File: src/rtl/multi_cycle_control_if.sv
// Control/status bundle between the multi-cycle controller and its datapath.
// Signal names keep the controller's port naming so both sides read the same.
interface multi_cycle_control_if #(
  parameter int unsigned CNT_W = 16
);
  logic [3:0]       input_opcode;
  logic [3:0]       input_funct;
  logic             input_Zero;
  logic             input_mem_ready;
  logic [1:0]       output_ALUSrcA;
  logic [1:0]       output_ALUSrcB;
  logic [3:0]       output_ALUOp;
  logic             output_PCSrc;
  logic             output_PCWrite;
  logic             output_IRWrite;
  logic             output_IorD;
  logic             output_MemRead;
  logic             output_MemWrite;
  logic             output_RegWrite;
  logic             output_RegDst;
  logic             output_MemtoReg;
  logic             output_halted;
  logic             output_illegal;
  logic             output_bus_error;
  logic [3:0]       output_state;
  logic [CNT_W-1:0] output_instr_count;

  // Controller side.
  modport master (
    input  input_opcode, input_funct, input_Zero, input_mem_ready,
    output output_ALUSrcA, output_ALUSrcB, output_ALUOp, output_PCSrc,
           output_PCWrite, output_IRWrite, output_IorD, output_MemRead,
           output_MemWrite, output_RegWrite, output_RegDst, output_MemtoReg,
           output_halted, output_illegal, output_bus_error, output_state,
           output_instr_count
  );

  // Datapath side.
  modport slave (
    output input_opcode, input_funct, input_Zero, input_mem_ready,
    input  output_ALUSrcA, output_ALUSrcB, output_ALUOp, output_PCSrc,
           output_PCWrite, output_IRWrite, output_IorD, output_MemRead,
           output_MemWrite, output_RegWrite, output_RegDst, output_MemtoReg,
           output_halted, output_illegal, output_bus_error, output_state,
           output_instr_count
  );
endinterface

File: src/rtl/multi_cycle_control.sv
// Moore control FSM for the 16-bit multi-cycle datapath: per-phase mux selects,
// ALU op and write strobes, memory-ready wait with timeout, sticky halt flags.
module multi_cycle_control #(
  parameter int unsigned MEM_TIMEOUT = 255,
  parameter int unsigned CNT_W       = 16
) (
  input logic                  clk,
  input logic                  reset_n,
  multi_cycle_control_if.master bus
);

  localparam int unsigned WAIT_W = (MEM_TIMEOUT < 2) ? 1 : $clog2(MEM_TIMEOUT + 1);

  localparam logic [3:0] OP_R    = 4'h0;
  localparam logic [3:0] OP_ADDI = 4'h1;
  localparam logic [3:0] OP_LW   = 4'h2;
  localparam logic [3:0] OP_SW   = 4'h3;
  localparam logic [3:0] OP_BEQ  = 4'h4;
  localparam logic [3:0] OP_BNE  = 4'h5;
  localparam logic [3:0] OP_J    = 4'h6;
  localparam logic [3:0] OP_HALT = 4'hF;

  localparam logic [3:0] ALU_ADD = 4'b0000;
  localparam logic [3:0] ALU_SUB = 4'b0001;

  typedef enum logic [3:0] {
    S_FETCH     = 4'd0,
    S_DECODE    = 4'd1,
    S_EXEC_R    = 4'd2,
    S_EXEC_I    = 4'd3,
    S_WB_ALU    = 4'd4,
    S_MEM_ADDR  = 4'd5,
    S_MEM_READ  = 4'd6,
    S_WB_MEM    = 4'd7,
    S_MEM_WRITE = 4'd8,
    S_BRANCH    = 4'd9,
    S_JUMP      = 4'd10,
    S_HALT      = 4'd11
  } state_e;

  state_e             state_q, state_d;
  logic [3:0]         op_q, op_d;
  logic [3:0]         funct_q, funct_d;
  logic [WAIT_W-1:0]  wait_q, wait_d;
  logic [CNT_W-1:0]   count_q, count_d;
  logic               halted_q, halted_d;
  logic               illegal_q, illegal_d;
  logic               bus_error_q, bus_error_d;

  logic mem_stall;
  logic timeout;

  assign mem_stall = (state_q inside {S_FETCH, S_MEM_READ, S_MEM_WRITE}) && !bus.input_mem_ready;
  // The access that would be the MEM_TIMEOUT-th wait cycle ends the instruction.
  assign timeout   = (MEM_TIMEOUT != 0) && mem_stall &&
                     ((32'(wait_q) + 32'd1) == MEM_TIMEOUT);

  // NOTE: every signal gets a default before the case, so no path can infer a latch.
  always_comb begin
    state_d     = state_q;
    op_d        = op_q;
    funct_d     = funct_q;
    illegal_d   = illegal_q;
    bus_error_d = bus_error_q;
    count_d     = count_q;
    wait_d      = (mem_stall && !timeout) ? wait_q + 1'b1 : '0;

    case (state_q)
      S_FETCH:     if (bus.input_mem_ready) state_d = S_DECODE;
      S_DECODE: begin
        op_d    = bus.input_opcode;
        funct_d = bus.input_funct;
        case (bus.input_opcode)
          OP_R:           state_d = S_EXEC_R;
          OP_ADDI:        state_d = S_EXEC_I;
          OP_LW, OP_SW:   state_d = S_MEM_ADDR;
          OP_BEQ, OP_BNE: state_d = S_BRANCH;
          OP_J:           state_d = S_JUMP;
          OP_HALT:        state_d = S_HALT;
          default: begin
            illegal_d = 1'b1;
            state_d   = S_HALT;
          end
        endcase
      end
      S_EXEC_R, S_EXEC_I:       state_d = S_WB_ALU;
      S_MEM_ADDR:               state_d = (op_q == OP_LW) ? S_MEM_READ : S_MEM_WRITE;
      S_MEM_READ:               if (bus.input_mem_ready) state_d = S_WB_MEM;
      S_MEM_WRITE:              if (bus.input_mem_ready) state_d = S_FETCH;
      S_WB_ALU, S_WB_MEM,
      S_BRANCH, S_JUMP:         state_d = S_FETCH;
      S_HALT:                   state_d = S_HALT;
      default:                  state_d = S_FETCH;
    endcase

    if (timeout) begin
      bus_error_d = 1'b1;
      state_d     = S_HALT;
    end

    halted_d = halted_q | (state_d == S_HALT);
    if (state_d == S_FETCH && state_q != S_FETCH) count_d = count_q + 1'b1;
  end

  // NOTE: reset is sampled inside the clocked block only, and all state uses <=.
  always_ff @(posedge clk) begin
    if (!reset_n) begin
      state_q     <= S_FETCH;
      op_q        <= '0;
      funct_q     <= '0;
      wait_q      <= '0;
      count_q     <= '0;
      halted_q    <= 1'b0;
      illegal_q   <= 1'b0;
      bus_error_q <= 1'b0;
    end else begin
      state_q     <= state_d;
      op_q        <= op_d;
      funct_q     <= funct_d;
      wait_q      <= wait_d;
      count_q     <= count_d;
      halted_q    <= halted_d;
      illegal_q   <= illegal_d;
      bus_error_q <= bus_error_d;
    end
  end

  logic [1:0] src_a, src_b;
  logic [3:0] alu_op;
  logic       pc_src, pc_write, ir_write, i_or_d, mem_read, mem_write;
  logic       reg_write, reg_dst, mem_to_reg;

  always_comb begin
    src_a      = 2'd0;
    src_b      = 2'd0;
    alu_op     = ALU_ADD;
    pc_src     = 1'b0;
    pc_write   = 1'b0;
    ir_write   = 1'b0;
    i_or_d     = 1'b0;
    mem_read   = 1'b0;
    mem_write  = 1'b0;
    reg_write  = 1'b0;
    reg_dst    = 1'b0;
    mem_to_reg = 1'b0;

    case (state_q)
      S_FETCH: begin
        mem_read = 1'b1;
        src_b    = 2'd1;
        ir_write = bus.input_mem_ready;
        pc_write = bus.input_mem_ready;
      end
      S_DECODE:   src_b = 2'd2;
      S_EXEC_R: begin
        src_a  = 2'd2;
        alu_op = funct_q;
      end
      S_EXEC_I, S_MEM_ADDR: begin
        src_a = 2'd2;
        src_b = 2'd2;
      end
      S_WB_ALU: begin
        reg_write = 1'b1;
        reg_dst   = (op_q == OP_ADDI);
      end
      S_MEM_READ: begin
        mem_read = 1'b1;
        i_or_d   = 1'b1;
      end
      S_WB_MEM: begin
        reg_write  = 1'b1;
        mem_to_reg = 1'b1;
        reg_dst    = 1'b1;
      end
      S_MEM_WRITE: begin
        mem_write = 1'b1;
        i_or_d    = 1'b1;
      end
      S_BRANCH: begin
        src_a    = 2'd2;
        alu_op   = ALU_SUB;
        pc_src   = 1'b1;
        pc_write = (op_q == OP_BEQ) ? bus.input_Zero : !bus.input_Zero;
      end
      S_JUMP: begin
        src_a    = 2'd3;
        src_b    = 2'd3;
        pc_write = 1'b1;
      end
      default: ;
    endcase
  end

  assign bus.output_ALUSrcA     = src_a;
  assign bus.output_ALUSrcB     = src_b;
  assign bus.output_ALUOp       = alu_op;
  assign bus.output_PCSrc       = pc_src;
  assign bus.output_IorD        = i_or_d;
  assign bus.output_RegDst      = reg_dst;
  assign bus.output_MemtoReg    = mem_to_reg;
  // Strobes are forced low during reset so an aborted instruction writes nothing.
  assign bus.output_PCWrite     = pc_write  & reset_n;
  assign bus.output_IRWrite     = ir_write  & reset_n;
  assign bus.output_MemRead     = mem_read  & reset_n;
  assign bus.output_MemWrite    = mem_write & reset_n;
  assign bus.output_RegWrite    = reg_write & reset_n;
  assign bus.output_halted      = halted_q;
  assign bus.output_illegal     = illegal_q;
  assign bus.output_bus_error   = bus_error_q;
  assign bus.output_state       = state_q;
  assign bus.output_instr_count = count_q;

endmodule

File: src/flat_wrapper.sv
// flat-port wrapper written by rule: the top's interface ports become plain ports
module multi_cycle_control_flat 
#(
  parameter int unsigned MEM_TIMEOUT = 255,
  parameter int unsigned CNT_W       = 16
)
  (clk, reset_n, bus_input_opcode, bus_input_funct, bus_input_Zero, bus_input_mem_ready, bus_output_ALUSrcA, bus_output_ALUSrcB, bus_output_ALUOp, bus_output_PCSrc, bus_output_PCWrite, bus_output_IRWrite, bus_output_IorD, bus_output_MemRead, bus_output_MemWrite, bus_output_RegWrite, bus_output_RegDst, bus_output_MemtoReg, bus_output_halted, bus_output_illegal, bus_output_bus_error, bus_output_state, bus_output_instr_count);
  multi_cycle_control_if #(.CNT_W(CNT_W)) bus_i ();
  input logic clk;
  input logic reset_n;
  input wire logic [$bits(bus_i.input_opcode)-1:0] bus_input_opcode;
  input wire logic [$bits(bus_i.input_funct)-1:0] bus_input_funct;
  input wire logic [$bits(bus_i.input_Zero)-1:0] bus_input_Zero;
  input wire logic [$bits(bus_i.input_mem_ready)-1:0] bus_input_mem_ready;
  output wire logic [$bits(bus_i.output_ALUSrcA)-1:0] bus_output_ALUSrcA;
  output wire logic [$bits(bus_i.output_ALUSrcB)-1:0] bus_output_ALUSrcB;
  output wire logic [$bits(bus_i.output_ALUOp)-1:0] bus_output_ALUOp;
  output wire logic [$bits(bus_i.output_PCSrc)-1:0] bus_output_PCSrc;
  output wire logic [$bits(bus_i.output_PCWrite)-1:0] bus_output_PCWrite;
  output wire logic [$bits(bus_i.output_IRWrite)-1:0] bus_output_IRWrite;
  output wire logic [$bits(bus_i.output_IorD)-1:0] bus_output_IorD;
  output wire logic [$bits(bus_i.output_MemRead)-1:0] bus_output_MemRead;
  output wire logic [$bits(bus_i.output_MemWrite)-1:0] bus_output_MemWrite;
  output wire logic [$bits(bus_i.output_RegWrite)-1:0] bus_output_RegWrite;
  output wire logic [$bits(bus_i.output_RegDst)-1:0] bus_output_RegDst;
  output wire logic [$bits(bus_i.output_MemtoReg)-1:0] bus_output_MemtoReg;
  output wire logic [$bits(bus_i.output_halted)-1:0] bus_output_halted;
  output wire logic [$bits(bus_i.output_illegal)-1:0] bus_output_illegal;
  output wire logic [$bits(bus_i.output_bus_error)-1:0] bus_output_bus_error;
  output wire logic [$bits(bus_i.output_state)-1:0] bus_output_state;
  output wire logic [$bits(bus_i.output_instr_count)-1:0] bus_output_instr_count;
  assign bus_i.input_opcode = bus_input_opcode;
  assign bus_i.input_funct = bus_input_funct;
  assign bus_i.input_Zero = bus_input_Zero;
  assign bus_i.input_mem_ready = bus_input_mem_ready;
  assign bus_output_ALUSrcA = bus_i.output_ALUSrcA;
  assign bus_output_ALUSrcB = bus_i.output_ALUSrcB;
  assign bus_output_ALUOp = bus_i.output_ALUOp;
  assign bus_output_PCSrc = bus_i.output_PCSrc;
  assign bus_output_PCWrite = bus_i.output_PCWrite;
  assign bus_output_IRWrite = bus_i.output_IRWrite;
  assign bus_output_IorD = bus_i.output_IorD;
  assign bus_output_MemRead = bus_i.output_MemRead;
  assign bus_output_MemWrite = bus_i.output_MemWrite;
  assign bus_output_RegWrite = bus_i.output_RegWrite;
  assign bus_output_RegDst = bus_i.output_RegDst;
  assign bus_output_MemtoReg = bus_i.output_MemtoReg;
  assign bus_output_halted = bus_i.output_halted;
  assign bus_output_illegal = bus_i.output_illegal;
  assign bus_output_bus_error = bus_i.output_bus_error;
  assign bus_output_state = bus_i.output_state;
  assign bus_output_instr_count = bus_i.output_instr_count;
  multi_cycle_control #(.MEM_TIMEOUT(MEM_TIMEOUT), .CNT_W(CNT_W)) u_core (.clk(clk), .reset_n(reset_n), .bus(bus_i));
endmodule
File: config.mk
export PLATFORM = sky130hd
export DESIGN_NAME = multi_cycle_control_flat
export DESIGN_NICKNAME = d
export VERILOG_FILES = /design/src/rtl/multi_cycle_control_if.sv /design/src/rtl/multi_cycle_control.sv /design/src/flat_wrapper.sv
export SDC_FILE = /design/constraint.sdc
export NUM_CORES = 1
export LEC_CHECK = 0
export CAP_MARGIN = 5
export CORE_UTILIZATION = 43
export CTS_BUF_LIST = sky130_fd_sc_hd__clkbuf_16
export DETAILED_ROUTE_END_ITERATION = 12
export HOLD_SLACK_MARGIN = 0.05
export PLACE_DENSITY_LB_ADDON = 0.08
export SKIP_LAST_GASP = 1
export SYNTH_ARGS = -nofsm -noshare
export SYNTH_HDL_FRONTEND = slang
export SYNTH_SLANG_ARGS = --single-unit
File: constraint.sdc
create_clock -name clk -period 2.6 [get_ports clk]
set_clock_uncertainty 0.2 [all_clocks]
set_input_delay 0.26 -clock clk [delete_from_list [all_inputs] [get_ports clk]]
set_output_delay 0.26 -clock clk [all_outputs]
set_load 0.02 [all_outputs]
==> run metrics <==
critical path required time=2.14 ns; fillers=495; Post-synth EDFFs=0; Slew HR=0.6936; cell taking the most area after synthesis=dfxtp_1; area of the mapped netlist=2421 um2; maximum number of pins on one net before global-route repair=32; DRT antenna net count=0; Most used DFF post-synth=dfxtp_1; Final min period=2.497 ns; status=finished clean; CP Class=reg -> out; area share of the largest cell type after synthesis=0.3225; largest fanout on the critical path=7; adder-cell share of the synthesized area=0.01550; MaxCap Viol Count=0; Initial Utilization=0.4594; multiplexer area fraction after synthesis=0.06253; number of H-tree levels=2; root buffer cell=clkbuf_16; combinational family with the most area after synthesis=simple AND/OR/NAND/NOR gates; ANT cells=0; aggregate negative setup slack=0 ns; drc violations=0; Synth Area in Compound Gates=0.1561; hold wc startpoint=u_core.funct_q[1]; setup violators final=0; gr ovfl total=0; Layout area overhead=36.12%; crit end category=output port; max-slew violation count=0; GRT Util Overall=0.2213; DR vias/cell=5.590; async set or reset register ratio after synthesis=0; R2R Setup Slk=0.32 ns; syn_nets=324; Clk Latency, worst-skew pair=0.28 ns; Avg WL per Cell=14.51 um; Worst VDD drop=0.4025 mV; vias in the first global route=2312; initial DRC count=167; Core Footprint=5270 um2; synth unique cells=52; hpwl dp=4489 um; Seq/Total Area, Yosys=0.3225; CTS tree=done; worst setup path start=u_core.bus.output_state[3]; Tot Pwr=0.001933 W; most frequent cells after synthesis=45 x nand2_1, 39 x dfxtp_1, 23 x nand2b_1, 19 x a21oi_1, 16 x nor4_1; drt pass-1 iters=4; Yosys reg bits=39; crit path launch type=flip-flop; Final Hold Fails=0; Worst Setup EP=bus_output_PCWrite; fmax=0.4004 GHz; non-filler cells, final=437; Worst-Margin Slew=0.4481 ns; yosys warns=0; die height=77.04 um; Clock Path Buffers=2; clk sink count=39; row cnt=26; Die Wd=77.04 um; unrepaired setup endpoints after global routing=true; CP Data Arrival Time=2.04 ns; Vias=2443; Tcrit/Tclk final=0.9605; die area=5934 um2; hold_buf cts=0; RR Endpoint=u_core.bus.output_instr_count[6]; fraction of layout cells with a size suffix above 1=0.1063; PortBufs=51; first-pass GRT wire length=10790 um; r2r startpoint=u_core.op_q[0]; R2R cell count=6; DP Cell Count=429; total CTS buffers=5; RD Place Congestion=0.8590; Lkg Pwr=1.194 nW; count leader, synth=nand2_1; simple-gate portion of the synthesized area=0.3561; fin util=0.6254; Mean Syn Cell Area=7.835 um2; clk slew on worst S/H paths=0.06 ns; Area contributors post-synth=dfxtp_1 32%, nand2_1 7.0%, nand2b_1 5.9%; Hold Path Class=reg -> reg; cell count after synthesis=309; io pins=52; NumNets Final=381; WL final=6343 um; initial antenna violation count=0; Synth Area in XOR/XNOR=0.03256; pwr/cell area=586.5 nW/um2
==> how the worst min path moves through the flow <==
stage | endpoint | slack [ns] | depth (start not counted)
2_1_floorplan | u_core.funct_q[1] | 0.20 | 2
3_5_place_dp | u_core.bus.output_bus_error | 0.24 | 1
5_1_grt | u_core.funct_q[1] | 0.28 | 2
4_1_cts | u_core.funct_q[1] | 0.25 | 2
6_report | u_core.funct_q[1] | 0.25 | 2
3_3_place_gp | u_core.bus.output_bus_error | 0.24 | 1
==> cells in the final DEF, fill, tap and decap left out, types with 5 or more instances in the layout <==
cell type         n
mux2i_1          14
clkdlybuf4s50_1  50
and3_1            8
inv_1             9
nand2_1          45
nand2b_1         23
nor4b_1           5
nor2_1           15
buf_4            18
nor4_1           15
a21oi_1          19
dfxtp_1          37
nand4_1           7
nor3_1            8
xnor2_1           6
nor2b_1           5
clkbuf_16         5
nand3_1           9
a21o_1            5
==> logic make-up after synthesis <==
family / count (synthesis)
and+or+nand+nor: 158
xor gates and xnor gates: 9
DFF: 39
AOI/OAI and AO/OA: 54
muxes: 15
buffers and inverters: 31
adders and majority gates: 3
==> cell type report <==
| class | count | area (um2) | area share |
|---|---|---|---|
| Multi-Input combinational cell | 239 | 1514 | 0.4594 |
| Sequential cell | 39 | 783.3 | 0.2377 |
| Timing Repair Buffer | 72 | 708.2 | 0.2149 |
| Clock buffer | 5 | 125.1 | 0.03797 |
| Tap cell | 70 | 87.58 | 0.02658 |
| Clock inverter | 3 | 43.79 | 0.01329 |
| Inverter | 9 | 33.78 | 0.01025 |
==> per-layer routing <==
layer  vias up  wire, um  GRT usage
li1       1228         -          -
met1      1148      2932     0.2878
met2        60      3071     0.3705
met3         7       259    0.03571
met4         0        78    0.07358
met5         -         0          0
==> repair_timing <==
item                       CTS  global route
cloned                       0             0
gates resized for setup      1             3
setup endpoints to repair    2             6
setup buffers                0             0
==> critical path, stage by stage (launching register included) <==
cell and delay, ns:
dfxtp_2 0.37, nor2_1 0.28, nand2_1 0.09, a21oi_1 0.18, a31oi_1 0.06, nor3_1 0.15
clkdlybuf4s50_1 0.63
==> stage by stage <==
stage / setup slack (ns) / hold slack, ns / instance area, um2
3_5_place_dp: 0.1120 / 0.2442 / 3115
6_report: 0.1026 / 0.2520 / 3296
4_1_cts: 0.03588 / 0.2542 / 3286
3_3_place_gp: 0.1865 / 0.2371 / 3115
5_1_grt: 0.005967 / 0.2753 / 3296
2_1_floorplan: 0.1956 / 0.1960 / 2421
==> flip-flops by register name (all words and copies together), names as in the netlist <==
register,cells
u_core.bus.output_instr_count,16
u_core.wait_q,8
u_core.bus.output_state,4
u_core.funct_q,4
u_core.op_q,4
u_core.bus.output_bus_error,1
u_core.bus.output_halted,1
u_core.bus.output_illegal,1
==> power by group <==
group          switching [W]  internal [W]
sequential         0.0000461      0.000629
clock               0.000248      0.000452
combinational       0.000304      0.000253
total               0.000598       0.00133
Power figures use the tool's default switching activity.
